===== config.mk =====
export PLATFORM = sky130hd
export DESIGN_NAME = cla_adder_8bit
export DESIGN_NICKNAME = d
export VERILOG_FILES = /design/src/rtl/cla_adder_8bit_pkg.sv /design/src/rtl/cla_adder_8bit_cla4.sv /design/src/rtl/cla_adder_8bit.sv
export SDC_FILE = /design/constraint.sdc
export NUM_CORES = 1
export LEC_CHECK = 0
export BUFFER_PORTS_ARGS = -buffer_cell sky130_fd_sc_hd__buf_2
export CELL_PAD_IN_SITES_DETAIL_PLACEMENT = 1
export CELL_PAD_IN_SITES_GLOBAL_PLACEMENT = 1
export CORE_AREA = 2 2 50 52
export CTS_CLUSTER_SIZE = 25
export DETAILED_ROUTE_END_ITERATION = 10
export DIE_AREA = 0 0 52 54
export HOLD_SLACK_MARGIN = 0.02
export PLACE_DENSITY = 0.8
export SYNTH_ARGS = -nofsm -noshare
export SYNTH_HDL_FRONTEND = slang
export SYNTH_SLANG_ARGS = --single-unit

===== constraint.sdc =====
create_clock -name clk -period 1.32 [get_ports clk]
set_input_delay 0 -clock clk [delete_from_list [all_inputs] [get_ports clk]]
set_output_delay 0 -clock clk [all_outputs]
set_load 0.03 [all_outputs]

===== src/rtl/cla_adder_8bit_pkg.sv =====
// Package: cla_adder_8bit_pkg
// Purpose : Shared constants and types for the two-level carry-lookahead adder.
//   ClaWidth  - operand width of the adder (fixed at 8, must be a multiple of 4)
//   GrpWidth  - width of one lookahead group
//   ClaNGrp   - number of 4-bit groups
//   grp_pg_t  - group generate/propagate pair produced by each 4-bit group
package cla_adder_8bit_pkg;

  localparam int unsigned ClaWidth = 8;
  localparam int unsigned GrpWidth = 4;
  localparam int unsigned ClaNGrp  = ClaWidth / GrpWidth;

  typedef struct packed {
    logic gg;  // group generate: the group produces a carry on its own
    logic pg;  // group propagate: the group passes its carry-in straight through
  } grp_pg_t;

endpackage


===== src/rtl/cla_adder_8bit_cla4.sv =====
// Module : cla_4bit
// Purpose: Purely combinational 4-bit carry-lookahead group. Internal carries are
//          flattened sum-of-products of g/p/ci, so no carry is derived from another.
// Ports  :
//   a  [3:0] in  - addend A slice
//   b  [3:0] in  - addend B slice
//   ci       in  - carry into the group
//   s  [3:0] out - sum bits of the group
//   pg       out - group propagate (p3&p2&p1&p0)
//   gg       out - group generate  (g3|p3g2|p3p2g1|p3p2p1g0)
module cla_4bit
  import cla_adder_8bit_pkg::*;
(
  input  logic [GrpWidth-1:0] a,
  input  logic [GrpWidth-1:0] b,
  input  logic                ci,
  output logic [GrpWidth-1:0] s,
  output logic                pg,
  output logic                gg
);

  logic [GrpWidth-1:0] g;
  logic [GrpWidth-1:0] p;
  logic [GrpWidth-1:0] c;

  always_comb begin
    g = a & b;
    p = a ^ b;

    c[0] = ci;
    c[1] = g[0] | (p[0] & ci);
    c[2] = g[1] | (p[1] & g[0]) | (p[1] & p[0] & ci);
    c[3] = g[2] | (p[2] & g[1]) | (p[2] & p[1] & g[0]) | (p[2] & p[1] & p[0] & ci);

    s  = p ^ c;
    pg = &p;
    gg = g[3] | (p[3] & g[2]) | (p[3] & p[2] & g[1]) | (p[3] & p[2] & p[1] & g[0]);
  end

endmodule


===== src/rtl/cla_adder_8bit.sv =====
// Module : cla_adder_8bit
// Purpose: 8-bit two-level carry-lookahead adder, {cout,sum} = a + b + cin, with a
//          single output register so it acts as a 1-cycle pipeline stage.
// Ports  :
//   clk            in  - rising-edge clock
//   rst            in  - synchronous, active-high reset; clears sum/cout
//   a    [WIDTH-1] in  - addend A, unsigned
//   b    [WIDTH-1] in  - addend B, unsigned
//   cin            in  - carry in
//   sum  [WIDTH-1] out - registered low WIDTH bits of a+b+cin
//   cout           out - registered carry out of bit WIDTH-1
module cla_adder_8bit
  import cla_adder_8bit_pkg::*;
#(
  parameter int unsigned WIDTH = ClaWidth
) (
  input  logic             clk,
  input  logic             rst,
  input  logic [WIDTH-1:0] a,
  input  logic [WIDTH-1:0] b,
  input  logic             cin,
  output logic [WIDTH-1:0] sum,
  output logic             cout
);

  localparam int unsigned NGRP = WIDTH / GrpWidth;

  grp_pg_t [NGRP-1:0] grp;
  logic    [NGRP:0]   c_grp;   // c_grp[k] = carry into group k, c_grp[NGRP] = cout
  logic [WIDTH-1:0]   sum_d;
  logic               cout_d;
  logic [WIDTH-1:0]   sum_q;
  logic               cout_q;

  for (genvar i = 0; i < NGRP; i++) begin : g_grp
    cla_4bit u_cla_4bit (
      .a  (a[i*GrpWidth +: GrpWidth]),
      .b  (b[i*GrpWidth +: GrpWidth]),
      .ci (c_grp[i]),
      .s  (sum_d[i*GrpWidth +: GrpWidth]),
      .pg (grp[i].pg),
      .gg (grp[i].gg)
    );
  end

  // Group-carry unit. Each group carry is built as an independent sum of products:
  //   c_grp[k] = OR_j<k (G_j & P_j+1..P_k-1) | (P_0..P_k-1 & cin)
  // For WIDTH=8 this is C4 = G0|P0&cin and cout = G1|P1&G0|P1&P0&cin. The loops only
  // enumerate product terms; no group carry feeds another.
  always_comb begin
    logic term;
    logic all_p;
    c_grp    = '0;
    c_grp[0] = cin;
    for (int k = 1; k <= int'(NGRP); k++) begin
      all_p = 1'b1;
      for (int m = 0; m < k; m++) begin
        all_p = all_p & grp[m].pg;
      end
      c_grp[k] = all_p & cin;
      for (int j = 0; j < k; j++) begin
        term = grp[j].gg;
        for (int m = j + 1; m < k; m++) begin
          term = term & grp[m].pg;
        end
        c_grp[k] = c_grp[k] | term;
      end
    end
    cout_d = c_grp[NGRP];
  end

  always_ff @(posedge clk) begin
    if (rst) begin
      sum_q  <= '0;
      cout_q <= 1'b0;
    end else begin
      sum_q  <= sum_d;
      cout_q <= cout_d;
    end
  end

  assign sum  = sum_q;
  assign cout = cout_q;

endmodule


== Word level (Yosys, flattened, before mapping) ==
Cells that the tools add are included.
Operators by class
  $add $sub $neg: 0
  $mul: 0
  div/mod/pow operators: 0
  $lt $le $gt $ge: 0
  equal/unequal tests: 0
  shifts and indexed selects: 0
  mux-type cells: 0
  bitwise gates (word level): 59
  reductions and logical operators: 2
Operator list (count)
  1-bit AND: 32
  1-bit OR: 21
  4-bit XOR: 4
  4-bit AND: 2
  4-bit AND reduction: 2
Storage, ports and cells
  flip-flop bits (word level): 9
  latch bits: 0
  memory bits (writable): 0
  bits in read-only memories: 0
  input port bits: 19
  output and inout bits: 9
  logic and storage cells: 63
  memories: 0

== Logic depth before layout (Yosys ltp) ==
Gate-level depths: netlist of the first run.
  word-level depth: 9
  gate-level depth with buffers: 7
  mapped depth without buffers: 7

== Hierarchy ==
A second synthesis of the first run with hierarchy kept.
Second synthesis, totals
  cells, all modules: 65
  area total of the unflattened synthesis: 629.4 µm²
By module, submodules not included
  cla_4bit: instances 2, cells each 22, area an instance 182.7 µm², sequential area each 0.0 µm²
  cla_adder_8bit: instances 1, cells each 21, area an instance 264.0 µm², sequential area each 180.2 µm²

== Worst setup path before layout of the first run ==
Ideal clock, no wire load.
  path type: input-to-reg
  start: in a[3]
  end: reg sum_q[5], in the netlist sum[5]
  setup time: 0.114 ns
  data arrival time: 1.214 ns
  data required time: 1.206 ns
  slack: -0.008 ns
  cell stages on the path: 7
  path buffers: 0
  path through: ha_1 > nand3_1 > o211ai_2 > nor2_1 > fa_1 > xor2_1 > nor2_1
Between the ends
  cells in the longest elaborated chain, start to end: 9
  elaborated cells between the ends (all ways): 16
  those cells by class: bitwise (15); reduce/logical (1)
Ends and longest elaborated chain
  start: declaration: RTL line cla_adder_8bit.sv:19  | input logic [WIDTH-1:0] a,
  4-bit XOR: RTL line cla_adder_8bit_cla4.sv:28  | p = a ^ b;
  1-bit AND: RTL line cla_adder_8bit_cla4.sv:37  | gg = g[3] | (p[3] & g[2]) | (p[3] & p[2] & g[1]) | (p[3] & p[2] & p[1] & g[0]);
  1-bit OR / 1-bit AND (equally long branches) (2 in a row): RTL line cla_adder_8bit_cla4.sv:37
  1-bit OR: RTL line cla_adder_8bit_cla4.sv:37
  1-bit OR *: RTL line cla_adder_8bit.sv:66  | c_grp[k] = c_grp[k] | term;
  1-bit AND *: RTL line cla_adder_8bit_cla4.sv:31  | c[1] = g[0] | (p[0] & ci);
  1-bit OR *: RTL line cla_adder_8bit_cla4.sv:31
  4-bit XOR *: RTL line cla_adder_8bit_cla4.sv:35  | s = p ^ c;
  end signal: assignment: RTL line cla_adder_8bit.sv:77  | sum_q <= sum_d;
  end: declaration: RTL line cla_adder_8bit.sv:32  | logic [WIDTH-1:0] sum_q;
Every way passes the cells marked *; elsewhere a longest branch is shown, timed or not.
A chain may end at the register's enable or synchronous reset.

== Worst setup path in the final report of the first run ==
  start: in a[0]
  end: reg sum_q[6], in the netlist sum[6]
Between the ends
  cells in the longest elaborated chain, start to end: 7
  elaborated cells between the ends (all ways): 10
  those cells by class: bitwise (9); reduce/logical (1)
Ends and longest elaborated chain
  4-bit XOR / 4-bit AND (equally long branches): RTL line cla_adder_8bit_cla4.sv:28, cla_adder_8bit_cla4.sv:27
  4-bit AND reduction / 1-bit AND (equally long branches): RTL line cla_adder_8bit_cla4.sv:36, cla_adder_8bit_cla4.sv:37
  1-bit AND / 1-bit OR (equally long branches): RTL line cla_adder_8bit.sv:60, cla_adder_8bit_cla4.sv:37
  1-bit OR *: RTL line cla_adder_8bit.sv:66
  1-bit AND *: RTL line cla_adder_8bit_cla4.sv:32  | c[2] = g[1] | (p[1] & g[0]) | (p[1] & p[0] & ci);
  1-bit OR *: RTL line cla_adder_8bit_cla4.sv:32
  4-bit XOR *: RTL line cla_adder_8bit_cla4.sv:35
Marked as above.

==> results of run 1 <==
-- repair_timing --
action	CTS	global route
pin swaps	0	2
resized for setup	1	4
cloned	0	0
setup endpoints to repair	1	3
hold buffers	0	0
-- cell families after synthesis --
| group | share of synthesized area |
|---|---|
| muxes | 0.01796 |
| DFF | 0.2874 |
| AOI/OAI and AO/OA | 0.1856 |
| xor gates and xnor gates | 0.02795 |
| buffers and inverters | 0.05989 |
| adders and majority gates | 0.2236 |
| and+or+nand+nor | 0.1976 |
-- power by group --
part           total (mW)  switching (mW)  internal, mW
sequential          0.314         0.00734         0.306
combinational       0.375           0.217         0.158
clock               0.198          0.0829         0.116
total               0.887           0.307         0.580
-- synthesized netlist by cell type (2+ instances only) --
library cell | n | area, um^2
dfxtp_1 | 9 | 180.2
fa_1 | 2 | 40.04
ha_1 | 8 | 100.1
inv_1 | 7 | 26.28
nand3_1 | 2 | 10.01
nor2_1 | 10 | 37.54
nor2b_1 | 2 | 12.51
nor3_1 | 5 | 25.02
nor3b_1 | 2 | 15.01
o21ai_0 | 4 | 20.02
xor2_1 | 2 | 17.52
-- worst min path at each step --
stage,to,cells after the start,from,slack [ns]
floorplan,sum[0]$_SDFF_PP0_,2,rst,0.19
global placement,sum[4]$_SDFF_PP0_,2,rst,0.31
detailed placement,sum[0]$_SDFF_PP0_,2,rst,0.32
CTS,sum[0]$_SDFF_PP0_,2,rst,0.06
global route,sum[0]$_SDFF_PP0_,2,rst,0.07
finish,sum[0]$_SDFF_PP0_,2,rst,0.06
-- cell type report --
type | instances | area [um^2] | share of cell area
clock buffers | 4 | 26.28 | 0.02905
multi-input cells | 52 | 439.2 | 0.4855
well taps | 30 | 37.54 | 0.04149
flip-flops and latches | 9 | 180.2 | 0.1992
repair buffers | 35 | 195.2 | 0.2158
inverters | 7 | 26.28 | 0.02905
-- registers in the layout, indices dropped and copies added, names as in the netlist --
signal  flops
sum         8
cout        1
-- layer usage --
metal,track usage,part of all wire,up-vias
met5,0,0,-
met4,0.06579,0.0042,0
met3,0.01111,0.034,2
met2,0.2405,0.54,14
met1,0.1519,0.42,298
li1,-,-,326
==> summary.md, run 1 <==
| Metric | Value |
|---|---|
| Final Max Slew Viols | `0` |
| CP max-delay cell | `mux2_1` |
| Required time of the critical path | `1.45 ns` |
| CTS tree | `done` |
| Design Area, Final | `904.6 um^2` |
| Largest net degree at the start of global routing | `14` |
| WL final | `1655 um` |
| Post-synthesis instance total | `69` |
| Outcome | `complete, no violations` |
| Hold Slack | `0.06067 ns` |
| Post-layout util | `0.3900` |
| Cell Rows | `18` |
| H-tree level count | `1` |
| TNS Setup | `0 ns` |
| Initial antenna violation count | `0` |
| Startpoint types | `input port` |
| Global Route Usage Sum | `0.1311` |
| Critical Path Source | `a[0]` |
| Post-place setup slack | `-0.2722 ns` |
| GRT overflow | `0` |
| Crit end category | `register` |
| Mapped cell area | `626.9 um^2` |
| Commonest non-fill, non-tap cell in the layout | `buf_2` |
| Max-cap violations | `0` |
| Worst path arrival time | `1.37 ns` |
| Vias | `640` |
| DRT iter0 DRCs | `3` |
| CTS Buffer Depth | `2` |
| Initial core utilization | `0.2702` |
| LEAKAGE | `0.4432 nW` |
| Fin nets | `137` |
| CTS Buf Count | `3` |
| WP buf/inv | `1` |
| Hold Path Class | `in -> reg` |
| Final period demand of the worst path | `1.232 ns` |
| Vias per inst | `4.672` |
| Top Ports | `28` |
| Setup violations, final | `0` |
| VDD IR max | `0.3808 mV` |
| # fillers | `294` |
| Clk sinks | `9` |
| Top_reg_cell synth | `dfxtp_1` |
| DR DRC count | `0` |
| YS warnings | `0` |
| Antenna-violating nets left | `0` |
| WP depth | `6` |
| Core area | `2320 um^2` |
| Worst-path clk slew | `0.06 ns` |
| Critical path class | `in -> reg` |
| Placed standard-cell area | `848.3 um^2` |
| 1st-pass router iterations | `2` |
| Post-synth EDFFs | `0` |
| Port Buffers | `27` |
| Antenna Cells | `0` |
| Setup Buffers After CTS | `0` |
| Die area | `2808 um^2` |
| Synth cell types | `27` |
| Pwr dens | `980.2 nW/um^2` |
| FMAX | `0.8120 GHz` |
| GPL Wtd Cong | `0.7588` |
| Mean area per synthesized cell | `9.085 um^2` |
| P&R area growth vs syn | `44.31%` |
| First-pass GRT wire length | `2739 um` |
| Detail Placement HPWL | `1405 um` |
| Setup repair after global routing missed its margin | `false` |
| Least-Margin Pin Slew | `0.3291 ns` |
| Worst setup margin | `0.08841 ns` |
| Vias in the first global route | `672` |
| Placed cells | `133` |
| Most frequent cells in the layout | `buf_2, nor2_1, dfxtp_1` |
| Share of cells above drive strength 1 | `0.4299` |
| Non-filler cells, final | `137` |
| Die W | `52 um` |
| Final hold violation count | `0` |
| Critical-path cell list | `buf_2 > ha_1 > a211oi_2 > nor2_1 > o32ai_2 > mux2_1` |
| Fin crit share | `0.9330` |
| Critical path's top delay family | `compound AO/OA/AOI/OAI gates` |
| CTS Root Cell | `clkbuf_4` |
| CP max FO | `2` |
| Sequential area share after synthesis | `0.2874` |
| Total Power | `0.8867 mW` |
| Post-synth net total | `98` |
| Critical path destination | `sum[6]$_SDFF_PP0_` |
| Chip height | `54 um` |
| Ys async rst share | `0` |
| Relative slew slack | `0.7786` |
| #FFs+latches synth | `9` |
| Crit-path max cell delay | `0.35 ns` |
| Wire per inst | `12.08 um` |
Power figures use the tool's default switching activity.
==> inputs of run 2 (changes only) <==
--- a/config.mk
+++ b/config.mk
@@ -14,6 +14,7 @@
 export DIE_AREA = 0 0 52 54
 export HOLD_SLACK_MARGIN = 0.02
 export PLACE_DENSITY = 0.8
+export RECOVER_POWER = 25
 export SYNTH_ARGS = -nofsm -noshare
 export SYNTH_HDL_FRONTEND = slang
 export SYNTH_SLANG_ARGS = --single-unit
==> summary.md, run 2 (synthesis results as in run 1) <==
| Metric | Value |
|---|---|
| Most frequent cells in the layout | `buf_2, nor2_1, dfxtp_1 (unchanged)` |
| CTS Root Cell | `clkbuf_4 (unchanged)` |
| Final Max Slew Viols | `0 (unchanged)` |
| Relative slew slack | `0.7567 (was 0.7786)` |
| Antenna-violating nets left | `0 (unchanged)` |
| Worst setup margin | `0.1017 ns (was 0.08841 ns)` |
| DR DRC count | `0 (unchanged)` |
| Vias per inst | `4.679 (was 4.672)` |
| CP max FO | `2 (unchanged)` |
| Antenna Cells | `0 (unchanged)` |
| Least-Margin Pin Slew | `0.3665 ns (was 0.3291 ns)` |
| Fin nets | `137 (unchanged)` |
| GRT overflow | `0 (unchanged)` |
| Share of cells above drive strength 1 | `0.4019 (was 0.4299)` |
| Initial antenna violation count | `0 (unchanged)` |
| Top Ports | `28 (unchanged)` |
| Port Buffers | `27 (unchanged)` |
| TNS Setup | `0 ns (unchanged)` |
| Vias in the first global route | `672 (unchanged)` |
| Critical path class | `in -> reg (unchanged)` |
| Setup Buffers After CTS | `0 (unchanged)` |
| Largest net degree at the start of global routing | `14 (unchanged)` |
| Detail Placement HPWL | `1405 um (unchanged)` |
| Worst-path clk slew | `0.06 ns (about the same)` |
| Die W | `52 um (unchanged)` |
| Core area | `2320 um^2 (unchanged)` |
| Crit end category | `register (unchanged)` |
| Chip height | `54 um (unchanged)` |
| Total Power | `0.8848 mW (was 0.8867 mW)` |
| Initial core utilization | `0.2702 (unchanged)` |
| First-pass GRT wire length | `2739 um (unchanged)` |
| Global Route Usage Sum | `0.1311 (unchanged)` |
| Setup repair after global routing missed its margin | `false (unchanged)` |
| H-tree level count | `1 (unchanged)` |
| # hold bufs at CTS | `0 (unchanged)` |
| Wire per inst | `12.12 um (was 12.08 um)` |
| Required time of the critical path | `1.45 ns (about the same)` |
| # fillers | `296 (was 294)` |
| CTS Buffer Depth | `2 (unchanged)` |
| Max-cap violations | `0 (unchanged)` |
| VDD IR max | `0.3779 mV (was 0.3808 mV)` |
| P&R area growth vs syn | `43.71% (was 44.31%)` |
| Final period demand of the worst path | `1.218 ns (was 1.232 ns)` |
| Vias | `641 (was 640)` |
| Post-layout util | `0.3884 (was 0.3900)` |
| Cell Rows | `18 (unchanged)` |
| Placed standard-cell area | `848.3 um^2 (unchanged)` |
| Outcome | `complete, no violations (unchanged)` |
| Fin crit share | `0.9229 (was 0.9330)` |
| Area occupied by multi-input gates | `439.2 um^2 (unchanged)` |
| FMAX | `0.8208 GHz (was 0.8120 GHz)` |
| GPL Wtd Cong | `0.7588 (unchanged)` |
| Setup violations, final | `0 (unchanged)` |
| LEAKAGE | `0.4333 nW (was 0.4432 nW)` |
| Hold Path Class | `in -> reg (unchanged)` |
| Post-place setup slack | `-0.2722 ns (unchanged)` |
| CTS tree | `done (unchanged)` |
| Largest register FFs | `8 (unchanged)` |
| Worst path arrival time | `1.35 ns (was 1.37 ns)` |
| Clk sinks | `9 (unchanged)` |
| Hold Crit Depth | `2 (unchanged)` |
| Placed cells | `133 (unchanged)` |
| Non-filler cells, final | `137 (unchanged)` |
| Hold Slack | `0.06067 ns (about the same)` |
| WL final | `1661 um (was 1655 um)` |
| Startpoint types | `input port (unchanged)` |
| Die area | `2808 um^2 (unchanged)` |
| Design Area, Final | `900.9 um^2 (was 904.6 um^2)` |
| Reg area | `180.2 um^2 (unchanged)` |
| Final hold violation count | `0 (unchanged)` |
| Pwr dens | `982.1 nW/um^2 (was 980.2 nW/um^2)` |
| Commonest non-fill, non-tap cell in the layout | `buf_2 (unchanged)` |
| DRT iter0 DRCs | `3 (unchanged)` |
| CTS Buf Count | `3 (unchanged)` |
| 1st-pass router iterations | `2 (unchanged)` |
==> run 2: final cells by class <==
cell class | count | area share
clock buffer | 4 | 0.02917
inverter | 7 | 0.02917
tap | 30 | 0.04167
multi-input combinational | 52 | 0.4875
timing repair buffer | 35 | 0.2125
sequential | 9 | 0.2000
==> run 2: power by group <==
part	leakage (nW)	internal [mW]	switching, mW	total, mW
registers	0.0750	0.306	0.00761	0.314
clock network	0.0150	0.116	0.0829	0.198
logic	0.343	0.155	0.217	0.372
total	0.433	0.577	0.307	0.885
==> run 2: worst paths after layout <==
check | endpoint | startpoint
worst max-delay path | sum[6]$_SDFF_PP0_ | b[0]
worst min-delay path | sum[0]$_SDFF_PP0_ | rst
==> run 2: timing repair <==
| item | 4_1_cts | 5_1_grt |
|---|---|---|
| gates cloned | 0 | 0 |
| setup endpoints to repair | 1 | 3 |
| gates resized for setup | 1 | 4 |
| pin swaps | 0 | 2 |
==> run 2: worst max-delay path, cell delays in order <==
cell and delay, ns:
buf_2 0.11, ha_1 0.31, a211oi_2 0.24, nor2_1 0.10, o32ai_2 0.25, mux2_1 0.35
==> run 2: metal layers <==
metal  GRT usage  part of all wire  up-vias
met2      0.2405              0.54       14
met1      0.1519              0.42      299
met4     0.06579            0.0042        0
li1            -                 -      326
met5           0                 0        -
met3     0.01111             0.035        2
